`src/rtl/fish_pkg.sv`:
```
// Constants and types shared by the fish mover and the fish renderer.
// Pure declarations, no logic: no latency and no backpressure.
package fish_pkg;

  typedef enum logic [1:0] {
    IDLE,
    SWIM,
    CAUGHT,
    RESPAWN
  } fish_state_t;

  localparam int H_RES         = 640;
  localparam int V_RES         = 480;
  localparam int SPRITE_W      = 90;
  localparam int SPRITE_HALF_H = 30;

  localparam int POS_W = 12;
  typedef logic signed [POS_W-1:0] pos_t;

endpackage

```
`src/rtl/fish_mover_if.sv`:
```
// Frame-timing/game-logic inputs and sprite-position outputs of the fish mover.
// Plain signal bundle with no handshake: outputs are sampled by the renderer every frame, so there is no backpressure.
interface fish_mover_if;
  import fish_pkg::*;

  logic frame_tick;
  logic enable;
  logic hit;
  pos_t fishX;
  pos_t fishY;
  logic fish_visible;
  logic caught_pulse;
  logic escape_pulse;

  modport master (
    input  frame_tick, enable, hit,
    output fishX, fishY, fish_visible, caught_pulse, escape_pulse
  );

  modport slave (
    output frame_tick, enable, hit,
    input  fishX, fishY, fish_visible, caught_pulse, escape_pulse
  );

endinterface

```
`src/rtl/fish_lfsr.sv`:
```
// 10-bit Fibonacci LFSR (x^10 + x^7 + 1) used to pick the respawn depth.
// Advances one step per enabled clock; the output is the state register itself, with no backpressure.
module fish_lfsr #(
  parameter logic [9:0] SEED = 10'h2A5
) (
  input  logic       clk,
  input  logic       rst_n,
  input  logic       en,
  output logic [9:0] q
);

  always_ff @(posedge clk or negedge rst_n) begin
    if (!rst_n) begin
      q <= SEED;
    end else if (en) begin
      q <= {q[8:0], q[9] ^ q[6]};
    end
  end

endmodule

```
`src/rtl/fish_mover.sv`:
```
// Moves the fish sprite left once per frame with a vertical bob, and handles catch, escape and respawn.
// All outputs are registered; position updates on frame_tick, except the respawn load one cycle after it. No backpressure.
module fish_mover #(
  parameter int         SPEED_X    = 2,
  parameter int         BOB_AMP    = 8,
  parameter int         Y_MIN      = 60,
  parameter int         Y_MAX      = 420,
  parameter int         HIT_FRAMES = 30,
  parameter logic [9:0] LFSR_SEED  = 10'h2A5
) (
  input  logic         clk,
  input  logic         rst_n,
  fish_mover_if.master bus
);
  import fish_pkg::*;

  localparam pos_t       X_START = pos_t'(H_RES + SPRITE_W);
  localparam pos_t       Y_MID   = pos_t'((Y_MIN + Y_MAX) / 2);
  localparam pos_t       BOB_HI  = pos_t'(BOB_AMP);
  localparam pos_t       BOB_LO  = pos_t'(-BOB_AMP);
  localparam logic [9:0] Y_SPAN  = 10'(Y_MAX - Y_MIN + 1);
  localparam logic [7:0] CNT_END = 8'(HIT_FRAMES - 1);

  fish_state_t state;
  pos_t        x;
  pos_t        y;
  pos_t        base_y;
  pos_t        bob;
  logic        bob_up;
  logic        visible;
  logic        caught;
  logic        escaped;
  logic [7:0]  cnt;
  logic [9:0]  lfsr;

  fish_lfsr #(.SEED(LFSR_SEED)) u_lfsr (
    .clk   (clk),
    .rst_n (rst_n),
    .en    (1'b1),
    .q     (lfsr)
  );

  logic unused_lfsr_msb;
  assign unused_lfsr_msb = lfsr[9];

  logic signed [12:0] x_step;
  pos_t               bob_step;
  pos_t               spawn_y;
  logic [9:0]         r_wrap;
  logic [7:0]         cnt_inc;

  // One extra bit on the X step so a fish near the left edge goes negative instead of wrapping.
  always_comb begin
    x_step   = {x[11], x} - 13'(SPEED_X);
    bob_step = bob_up ? (bob + pos_t'(1)) : (bob - pos_t'(1));
    r_wrap   = ({1'b0, lfsr[8:0]} < Y_SPAN) ? {1'b0, lfsr[8:0]}
                                            : ({1'b0, lfsr[8:0]} - Y_SPAN);
    spawn_y  = pos_t'(Y_MIN) + pos_t'({2'b00, r_wrap});
    cnt_inc  = cnt + 8'd1;
  end

  always_ff @(posedge clk or negedge rst_n) begin
    if (!rst_n) begin
      state   <= IDLE;
      x       <= X_START;
      y       <= Y_MID;
      base_y  <= Y_MID;
      bob     <= '0;
      bob_up  <= 1'b1;
      visible <= 1'b0;
      caught  <= 1'b0;
      escaped <= 1'b0;
      cnt     <= '0;
    end else begin
      caught  <= 1'b0;
      escaped <= 1'b0;
      case (state)
        IDLE: begin
          if (bus.enable) begin
            state   <= SWIM;
            visible <= 1'b1;
          end
        end
        // Losing enable outranks everything; a hit outranks a coincident frame move.
        SWIM: begin
          if (!bus.enable) begin
            state   <= IDLE;
            visible <= 1'b0;
          end else if (bus.hit) begin
            state   <= CAUGHT;
            caught  <= 1'b1;
            cnt     <= '0;
            visible <= 1'b1;
          end else if (bus.frame_tick) begin
            if (x_step[12]) begin
              state   <= RESPAWN;
              escaped <= 1'b1;
              visible <= 1'b0;
            end else begin
              x   <= x_step[11:0];
              bob <= bob_step;
              y   <= base_y + bob_step;
              if (bob_step == BOB_HI) begin
                bob_up <= 1'b0;
              end else if (bob_step == BOB_LO) begin
                bob_up <= 1'b1;
              end
            end
          end
        end
        CAUGHT: begin
          if (!bus.enable) begin
            state   <= IDLE;
            visible <= 1'b0;
          end else if (bus.frame_tick) begin
            if (cnt == CNT_END) begin
              state   <= RESPAWN;
              visible <= 1'b0;
            end else begin
              cnt     <= cnt_inc;
              visible <= ~cnt_inc[2];
            end
          end
        end
        RESPAWN: begin
          x       <= X_START;
          base_y  <= spawn_y;
          y       <= spawn_y;
          bob     <= '0;
          bob_up  <= 1'b1;
          state   <= bus.enable ? SWIM : IDLE;
          visible <= bus.enable;
        end
        default: begin
          state   <= IDLE;
          visible <= 1'b0;
        end
      endcase
    end
  end

  assign bus.fishX        = x;
  assign bus.fishY        = y;
  assign bus.fish_visible = visible;
  assign bus.caught_pulse = caught;
  assign bus.escape_pulse = escaped;

endmodule

```
`src/flat_wrapper.sv`:
```
// flat-port wrapper written by rule: the top's interface ports become plain ports
module fish_mover_flat import fish_pkg::*;
#(
  parameter int         SPEED_X    = 2,
  parameter int         BOB_AMP    = 8,
  parameter int         Y_MIN      = 60,
  parameter int         Y_MAX      = 420,
  parameter int         HIT_FRAMES = 30,
  parameter logic [9:0] LFSR_SEED  = 10'h2A5
)
  (clk, rst_n, bus_frame_tick, bus_enable, bus_hit, bus_fishX, bus_fishY, bus_fish_visible, bus_caught_pulse, bus_escape_pulse);
  fish_mover_if bus_i ();
  input  logic clk;
  input  logic rst_n;
  input wire logic [$bits(bus_i.frame_tick)-1:0] bus_frame_tick;
  input wire logic [$bits(bus_i.enable)-1:0] bus_enable;
  input wire logic [$bits(bus_i.hit)-1:0] bus_hit;
  output wire logic [$bits(bus_i.fishX)-1:0] bus_fishX;
  output wire logic [$bits(bus_i.fishY)-1:0] bus_fishY;
  output wire logic [$bits(bus_i.fish_visible)-1:0] bus_fish_visible;
  output wire logic [$bits(bus_i.caught_pulse)-1:0] bus_caught_pulse;
  output wire logic [$bits(bus_i.escape_pulse)-1:0] bus_escape_pulse;
  assign bus_i.frame_tick = bus_frame_tick;
  assign bus_i.enable = bus_enable;
  assign bus_i.hit = bus_hit;
  assign bus_fishX = bus_i.fishX;
  assign bus_fishY = bus_i.fishY;
  assign bus_fish_visible = bus_i.fish_visible;
  assign bus_caught_pulse = bus_i.caught_pulse;
  assign bus_escape_pulse = bus_i.escape_pulse;
  fish_mover #(.SPEED_X(SPEED_X), .BOB_AMP(BOB_AMP), .Y_MIN(Y_MIN), .Y_MAX(Y_MAX), .HIT_FRAMES(HIT_FRAMES), .LFSR_SEED(LFSR_SEED)) u_core (.clk(clk), .rst_n(rst_n), .bus(bus_i));
endmodule
```
`config.mk`:
```
export PLATFORM = sky130hd
export DESIGN_NAME = fish_mover_flat
export DESIGN_NICKNAME = d
export VERILOG_FILES = /design/src/rtl/fish_pkg.sv /design/src/rtl/fish_mover_if.sv /design/src/rtl/fish_lfsr.sv /design/src/rtl/fish_mover.sv /design/src/flat_wrapper.sv
export SDC_FILE = /design/constraint.sdc
export NUM_CORES = 1
export LEC_CHECK = 0
export CORE_ASPECT_RATIO = 0.5
export CORE_MARGIN = 3
export CORE_UTILIZATION = 58
export CTS_CLUSTER_SIZE = 28
export DETAILED_ROUTE_END_ITERATION = 10
export PLACE_DENSITY = 0.79
export SYNTH_ARGS = -nofsm -noshare
export SYNTH_HDL_FRONTEND = slang
export SYNTH_SLANG_ARGS = --single-unit
```
`constraint.sdc`:
```
create_clock -name clk -period 4.85 [get_ports clk]
set_clock_uncertainty 0.1 [all_clocks]
set_input_delay 1.455 -clock clk [delete_from_list [all_inputs] [get_ports clk]]
set_output_delay 1.455 -clock clk [all_outputs]
set_load 0.02 [all_outputs]
```
* After elaboration in Yosys (flattened, before gate mapping)
Index checks and enable logic that the tools add are counted.
** Operators by class
- Add/sub/neg operators :: 7
- Multiply operators :: 0
- Divide/modulo/power cells :: 0
- $lt $le $gt $ge :: 1
- Eq/ne operators :: 20
- Shift-type cells :: 0
- Multiplexer cells :: 57
- Bitwise logic cells :: 2
- Reduce and logical (&&, ||, !) cells :: 8
** Operator list (number)
- $mux 12 :: 13
- $pmux 12 s2 :: 3
- $mux 8 :: 5
- $mux 1 :: 23
- $ne 2x2->1 const B :: 9
- $mux 2 :: 8
- $pmux 8 s2 :: 1
- $sub 12x3->13 const B :: 1
- $add 12x12->12 :: 1
- $add 12x2->12 const B :: 1
- $eq 12x4->1 const B :: 1
- $eq 12x5->1 const B :: 1
- $reduce_and 6->1 :: 2
- $sub 12x2->12 const B :: 1
- $add 6x10->11 const A :: 1
- $mux 10 :: 1
- $reduce_and 5->1 :: 2
- $sub 9x9->10 const B :: 1
- $lt 9x9->1 const B :: 1
- $add 8x1->8 const B :: 1
- $eq 8x5->1 const B :: 1
- $pmux 2 s4 :: 1
- $eq 2x2->1 const B :: 2
- $ne 4x3->1 const B :: 1
- 12 further kinds :: 13
** Storage, ports and cells
- Flip-flop bits (word level) :: 72
- Latch bits :: 0
- Memory bits (writable) :: 0
- ROM bits :: 0
- Output and inout bits :: 27
- Logic and storage cells :: 106
- Memories :: 0

* Longest topological paths before layout
Gate-level depths: netlist (run 1).
- Depth in word-level cells :: 10
- Gate-level depth with buffers :: 14
- Gate-level depth less buffers :: 14

* Cells and area by module
A second synthesis (run 1) with hierarchy kept.
** Unflattened totals
- Cell total of the unflattened synthesis :: 464
- Area, all modules :: 4304.1 um2
** Modules (own cells, without submodules)
- fish_mover :: times used 1, cells each 441, area each 3887.5 um2, seq. area each 1520.2 um2
- fish_lfsr :: times used 1, cells each 23, area each 416.6 um2, seq. area each 256.5 um2

* Least setup slack after synthesis (run 1)
OpenSTA, ideal clock, no wires.
- Path kind :: register to register
- Start point :: register u_core.bob_up
- End point :: register u_core.y[10] (netlist: u_core.bus.fishY[10])
- Arrival time :: 3.186 ns
- Required time :: 4.681 ns
- Path slack :: 1.495 ns
- Cell stages (with the launch flop) :: 12
- Clock period less this slack :: 3.355 ns
- Cells stage by stage :: dfstp_2 -> inv_1 -> ha_1 -> or4_1 -> o22a_1 -> a21o_1 -> a21oi_2 -> xor2_2 -> inv_1 -> ha_1 -> or4b_1 -> nand3_1
** On the way
- Word-level cells in the longest chain between the ends :: 7
** RTL lines
- from (decl) :: RTL line fish_mover.sv:29 : logic bob_up;
- from (signal assigned) :: RTL line fish_mover.sv:69 : bob_up <= 1'b1;
- from (signal assigned) :: RTL line fish_mover.sv:104 : bob_up <= 1'b0;
- from (signal assigned) :: RTL line fish_mover.sv:106 : bob_up <= 1'b1;
- $mux 12 :: RTL line fish_mover.sv:55 : bob_step = bob_up ? (bob + pos_t'(1)) : (bob - pos_t'(1));
- $add 12x12->12 :: RTL line fish_mover.sv:102 : y <= base_y + bob_step;
- $mux 12 :: RTL line fish_mover.sv:95 : if (x_step[12]) begin
- $mux 12 :: RTL line fish_mover.sv:94 : end else if (bus.frame_tick) begin
- $mux 12 :: RTL line fish_mover.sv:89 : end else if (bus.hit) begin
- $mux 12 :: RTL line fish_mover.sv:86 : if (!bus.enable) begin
- $pmux 12 s2 :: RTL line fish_mover.sv:77 : case (state)
- to (signal assigned) :: RTL line fish_mover.sv:102
- to (signal assigned) :: RTL line fish_mover.sv:128 : y <= spawn_y;
- to (decl) :: RTL line fish_mover.sv:26 : pos_t y;
No other way between the ends. The select of a mux whose other input is x is not followed.
A chain may end at the register's enable or synchronous reset.

* Worst setup path in the final report (run 1)
- Start point :: register u_core.bob_up
- End point :: register u_core.y[11] (netlist: u_core.bus.fishY[11])
The elaborated chain is that of the path after synthesis.

==> results of run 1 <==
metrics by stage:
step                worst slack [ps]  power (mW)  util (%)  hold WS [ps]  cells
detailed placement               957        1.17      68.3           323    569
finish                          1130        1.81      72.5           333    585
global placement                1020        1.16      68.3           317    569
CTS                             1100        1.83      72.5           330    585
floorplan                       1500        1.00         -           252    461
global route                     907        1.90      72.5           339    585
cells by family (layout without fill, tap and decap cells):
group	after synthesis	count (layout)	share of synthesized area, %
AND/OR/NAND/NOR	161	161	19.6
AO/OA/AOI/OAI	124	124	20.0
flip-flops	70	70	40.0
buffers and inverters	38	70	3.38
XOR/XNOR	33	33	7.01
adder cells (fa/ha/maj)	31	31	9.06
multiplexers	3	3	0.816
other	1	1	0.0844
layout make-up:
class / instances / area, um2
clock buffer: 9 / 225
clock inverter: 7 / 73.8
fill: 546 / 1940
inverter: 21 / 78.8
multi-input combinational: 353 / 2520
sequential: 70 / 1780
tap: 92 / 115
timing repair buffer: 33 / 318
cells in the mapped netlist, types with 2 or more instances:
library cell / count
dfrtp_1: 50
o22a_1: 2
o21bai_1: 3
buf_2: 3
a211oi_2: 2
or4_1: 4
o21a_1: 7
a21oi_2: 3
or2_2: 3
and2_1: 4
nand2_1: 39
o311a_1: 2
dfstp_2: 20
a21oi_1: 21
nand2b_1: 3
inv_1: 21
ha_1: 29
a31o_2: 3
mux2_2: 2
a211oi_1: 3
nor2_1: 28
or3_1: 4
clkbuf_1: 12
nand3_1: 34
o22ai_1: 4
a311oi_1: 2
a221o_1: 3
nor4b_1: 2
o41ai_1: 3
xnor2_1: 14
a21o_1: 12
nor3_1: 6
o31a_1: 2
a31oi_1: 2
a2111o_1: 2
o211ai_1: 7
o21ai_1: 6
xnor2_2: 2
xor2_1: 16
or3_4: 2
nor4_1: 6
nor2b_1: 8
and3_1: 3
fa_1: 2
o21ai_0: 20
metal layers:
metal  vias to the layer above  wire length (um)  track usage, %
met3                         9               344            4.75
met1                      1705              4640            31.2
li1                       1731                 -               -
met5                         -                 0               0
met2                        75              4380            39.6
met4                         0                64            5.05
power by group:
group          switching (mW)  internal [mW]  leakage [nW]
Clock                   0.247          0.398         0.134
Sequential             0.0664          0.679         0.883
Combinational           0.220          0.196          1.37
state kept, by name, summed over array words and instances, names as in the netlist:
register,count
u_core.base_y,11
u_core.bob,12
u_core.bob_up,1
u_core.bus.caught_pulse,1
u_core.bus.escape_pulse,1
u_core.bus.fishX,11
u_core.bus.fishY,12
u_core.bus.fish_visible,1
u_core.cnt,8
u_core.state,2
u_core.u_lfsr.q,10
critical path, stage by stage (launching register included):
cell      delay [ps]
dfstp_2          590
inv_1            190
ha_1             410
a21oi_2          200
o211ai_1         140
o31a_1           290
a211oi_2         250
xnor2_1          300
ha_1             360
or2_2            300
a21oi_1          150
a21oi_1           70
xnor2_1          150
o21ai_1           70
final timing paths:
| check | start | depth (start not counted) | slack, ps | end |
|---|---|---|---|---|
| worst max-delay path | u_core.bob_up$_DFFE_PN1P_ | 13 | 1130 | u_core.bus.fishY[11]$_DFFE_PN0P_ |
| worst min-delay path | u_core.u_lfsr.q[0]$_DFF_PN1_ | 0 | 330 | u_core.u_lfsr.q[1]$_DFF_PN0_ |
| worst max register to register | u_core.bob_up$_DFFE_PN1P_ | 13 | 1130 | u_core.bus.fishY[11]$_DFFE_PN0P_ |
| worst min register to register | u_core.u_lfsr.q[0]$_DFF_PN1_ | 0 | 330 | u_core.u_lfsr.q[1]$_DFF_PN0_ |
| max in group asynchronous | rst_n | 2 | 2560 | u_core.bob_up$_DFFE_PN1P_ |
| min in group asynchronous | rst_n | 1 | 1120 | u_core.bus.fish_visible$_DFFE_PN0P_ |
==> qor.csv, run 1 <==
metric,value,unit
worst endpoint required time,4920,ps
Iteration-0 DRC Markers,228,
"commonest non-fill, non-tap cell in the layout",dfrtp_1,
unrepaired setup endpoints after global routing,false,
DP HPWL,6780,um
Die Ht,67.9,um
synth top area cells,"dfrtp_1 (28%), dfstp_2 (12%), ha_1 (8.2%), nand3_1 (3.8%), nand2_1 (3.3%)",
Cells after Synth,461,
critical path launch point type,flop,
Max-Cap Viols,0,
die area,8810,um2
"Primary FF master, synth",dfrtp_1,
final setup fails,0,
Final Cycle Share,76.7,%
cts hold-fix bufs,0,
asr flop ratio synth,100,%
Peak VDD IR,0.000195,V
share of the synthesized area in the top cell type,28.1,%
Synthesized Nets,497,
fin area,5110,um2
outcome,"complete, no violations",
Port Buffers,30,
Area after DPL,4810,um2
Slew HR,19.4,%
Final #Nets,524,
Synth area leader,dfrtp_1,
Worst Setup End Kind,flop,
area of the mapped netlist,4450,um2
CTS root buf,clkbuf_16,
Clock Tree Buf Depth,2,
Slew @ Worst Pin,1210,ps
initial antenna violation count,0,
die width,130,um
starting density of the core,63.1,%
# rows,21,
final hold violations,0,
Final Max Slew Viols,0,
clock latency on the worst-skew pair,330,ps
post-synthesis average cell area,9.64,um2
CTS tree,yes,
Hold Path Class,reg2reg,
Yosys reg bits,70,
Pwr Density,354,nW/um2
Core Region,7040,um2
pin count of the biggest net entering global routing,46,
number of remaining DRC errors,0,
CP Max Fanout,10,
H-tree depth,3,
CTS Buf Count,9,
first-pass GRT wire length,16100,um
n_diodes,0,
Via Count,3520,
Pre-antenna DRT Iters,5,
Setup CP Type,reg2reg,
DR WL/cell,16.1,um
number of vias per cell,6.02,
Ports,32,
number of synthesized flops with an enable pin,0,
Resized cells post-CTS,0,
post-synth cell types,80,
most frequent cells in the layout,"dfrtp_1 (50), nand2_1 (39), nand3_1 (34)",
Sink Count,70,
achievable frequency,269,MHz
Clock transition at path regs,60,ps
Layout area overhead,14.9,%
Yosys Warn Count,0,
setup bufs post-CTS,0,
grt ovf,0,
Post-DRT Antenna Nets,0,
final setup TNS,0,ps
arrival time at the worst endpoint,3790,ps
gr usage total,23.2,%
vias in the first global route,3381,
LEAKAGE,2.38,nW
RD Place Congestion,0.869,
Total Routed Length,9430,um
clock period minus final worst setup slack,3720,ps
"Seq/Total Area, Yosys",40.0,%
share of cells above drive strength 1,14.2,%
(Power assumes the default switching activity.)
==> run 2, diff against run 1 <==
Settings changed: CORE_UTILIZATION 58 to 54, PLACE_DENSITY 0.79 to 0.77.
Clock period 4.85 ns to 3 ns, I/O delays scaled along.
==> run 2 against run 1 <==
Against the previous run:
- the run now ends with negative setup slack left
- via count up 13%
- first-iteration DRC count rose by 59%
- die area up 6.9%
- maximum frequency up 7.8%
- final cell count is 13% higher
- cell area grew 15%
- combinational power grew 110%
- hold slack got worse by 5.0 ps
==> qor.csv, run 2 (same netlist as run 1, synthesis figures left out) <==
metric,value,unit,change
DP HPWL,7020,um,was 6780 um
Layout area overhead,32.6,%,was 14.9%
cts hold-fix bufs,0,,unchanged
Max-Cap Viols,0,,unchanged
grt ovf,0,,unchanged
LEAKAGE,2.68,nW,was 2.38 nW
Iteration-0 DRC Markers,362,,was 228
die width,134,um,was 130 um
failing checks,negative setup slack,,
arrival time at the worst endpoint,3620,ps,was 3790 ps
dpl ws,-445,ps,was 957 ps
clock latency on the worst-skew pair,340,ps,was 330 ps
CTS Buf Count,9,,unchanged
Setup CP Type,reg2reg,,unchanged
CTS root buf,clkbuf_16,,unchanged
Ports,32,,unchanged
starting density of the core,58.1,%,was 63.1%
Pre-antenna DRT Iters,5,,unchanged
Die Ht,70.2,um,was 67.9 um
Int Pwr,2.13,mW,was 1.27 mW
setup slack after layout,-450,ps,was 1130 ps
Post-DRT Antenna Nets,0,,unchanged
Clock Tree Buf Depth,2,,unchanged
number of remaining DRC errors,0,,unchanged
die area,9420,um2,was 8810 um2
RD Place Congestion,0.879,,was 0.869
Via Count,3977,,was 3520
Pwr Density,520,nW/um2,was 354 nW/um2
Total Routed Length,11800,um,was 9430 um
Seq pwr share,39.7,%,was 41.3%
CP Launch Point,u_core.bob_up$_DFFE_PN1P_,,unchanged
Sink Count,70,,unchanged
achievable frequency,290,MHz,was 269 MHz
CTS tree,yes,,unchanged
Comb power frac,28.2,%,was 23.0%
reg-to-reg critical path startpoint,u_core.bob_up$_DFFE_PN1P_,,unchanged
number of vias per cell,6.03,,was 6.02
clock period minus final worst setup slack,3450,ps,was 3720 ps
final setup fails,8,,was 0
most frequent cells in the layout,"buf_4 (58), dfrtp_1 (50), nand2_1 (39)",,"was dfrtp_1 (50), nand2_1 (39), nand3_1 (34)"
H-tree depth,3,,unchanged
DR WL/cell,17.9,um,was 16.1 um
power share of the clock group,32.2,%,was 35.7%
Peak VDD IR,0.000405,V,was 0.000195 V
vias in the first global route,3778,,was 3381
Slew HR,50.5,%,was 19.4%
n_diodes,0,,unchanged
critical path launch point type,flop,,unchanged
Final Max Slew Viols,0,,unchanged
Slew @ Worst Pin,742,ps,was 1210 ps
unrepaired setup endpoints after global routing,true,,was false
Hold Path Class,reg2reg,,unchanged
Final #Nets,584,,was 524
Core Region,7650,um2,was 7040 um2
"commonest non-fill, non-tap cell in the layout",buf_4,,was dfrtp_1
outcome,"finished, violations left",,"was complete, no violations"
CP Max Fanout,3,,was 10
final core utilization,77.0,%,was 72.5%
hold path startpoint,u_core.u_lfsr.q[0]$_DFF_PN1_,,unchanged
initial antenna violation count,0,,unchanged
Sw Ratio,30.7,%,was 29.5%
# rows,22,,was 21
worst endpoint required time,3170,ps,was 4920 ps
first-pass GRT wire length,18300,um,was 16100 um
Port Buffers,30,,unchanged
share of cells above drive strength 1,31.0,%,was 14.2%
Clock transition at path regs,50,ps,was 60 ps
Final Cycle Share,115,%,was 76.7%
Worst Setup End Kind,flop,,unchanged
pin count of the biggest net entering global routing,71,,was 46
Switch Pwr,0.940,mW,was 0.533 mW
final hold violations,0,,unchanged
gr usage total,23.9,%,was 23.2%
-- run 2: cell types whose count changed in the layout (fill, tap and decap cells not counted), moves of 4 or more --
cell     before  now
a21oi_1      21   14
buf_4         3   58
ha_1         29   16
a21oi_2       3    9
inv_1        21   15
ha_4          0   12
inv_2         0    4
buf_6         0    4
-- run 2: timing repair --
action,4_1_cts,5_1_grt
setup buffers,5,4
endpoints found under the setup margin,8,9
gates resized for setup,39,22
endpoints found under the hold margin,0,0
pin swaps,21,24
-- run 2: area by class of cell --
class	instances	area [um2]
Clock buffer	14	264
Clock inverter	1	5.00
Fill cell	498	1760
Inverter	21	85.1
Multi-Input combinational cell	353	2830
Sequential cell	70	1780
Tap cell	108	135
Timing Repair Buffer	93	796
-- run 2: worst max-delay path, stage by stage, from the launching register on --
cell	delay, ps
dfstp_2	550
clkinvlp_4	120
buf_6	160
ha_4	250
nor2b_4	130
buf_4	130
o21ai_0	200
a21oi_2	130
ha_1	330
inv_1	80
o21bai_1	210
a2111o_1	260
a31oi_2	130
or4b_1	540
nand3_1	90
-- run 2: final timing paths --
kind / endpoint / slack (ps) / depth (start not counted)
max: u_core.bus.fishY[10]$_DFFE_PN0P_ / -450 / 14
min: u_core.u_lfsr.q[1]$_DFF_PN0_ / 330 / 0
max reg2reg: u_core.bus.fishY[10]$_DFFE_PN0P_ / -450 / 14
min reg2reg: u_core.u_lfsr.q[1]$_DFF_PN0_ / 330 / 0
max in group asynchronous: u_core.bob_up$_DFFE_PN1P_ / 1990 / 2
min in group asynchronous: u_core.u_lfsr.q[6]$_DFF_PN0_ / 490 / 2
-- run 2: power groups by stage --
stage / registers [mW] / logic (mW) / clock network (mW)
2_1_floorplan: 1.29 / 0.326 / 0
3_3_place_gp: 1.21 / 0.752 / 0
3_5_place_dp: 1.21 / 0.770 / 0
4_1_cts: 1.20 / 0.810 / 0.988
5_1_grt: 1.23 / 0.927 / 1.03
6_report: 1.22 / 0.864 / 0.986
-- run 2: layer usage --
layer	track usage [%]	share of wire [%]
met1	31.5	45
met2	39.3	46
met3	5.83	5.2
met4	7.56	3.4
met5	0	0
-- run 2: per-stage QoR --
stage	TNS (ps)	total power [mW]	hold WS (ps)	area (um2)	instances
after floorplan	-1490	1.62	252	4450	461
after detailed placement	-2390	1.98	323	5230	637
after global placement	-1590	1.96	319	5230	637
after global routing	-3330	3.19	338	5890	660
final	-2120	3.07	328	5890	660
after CTS	-1320	3.00	330	5770	657
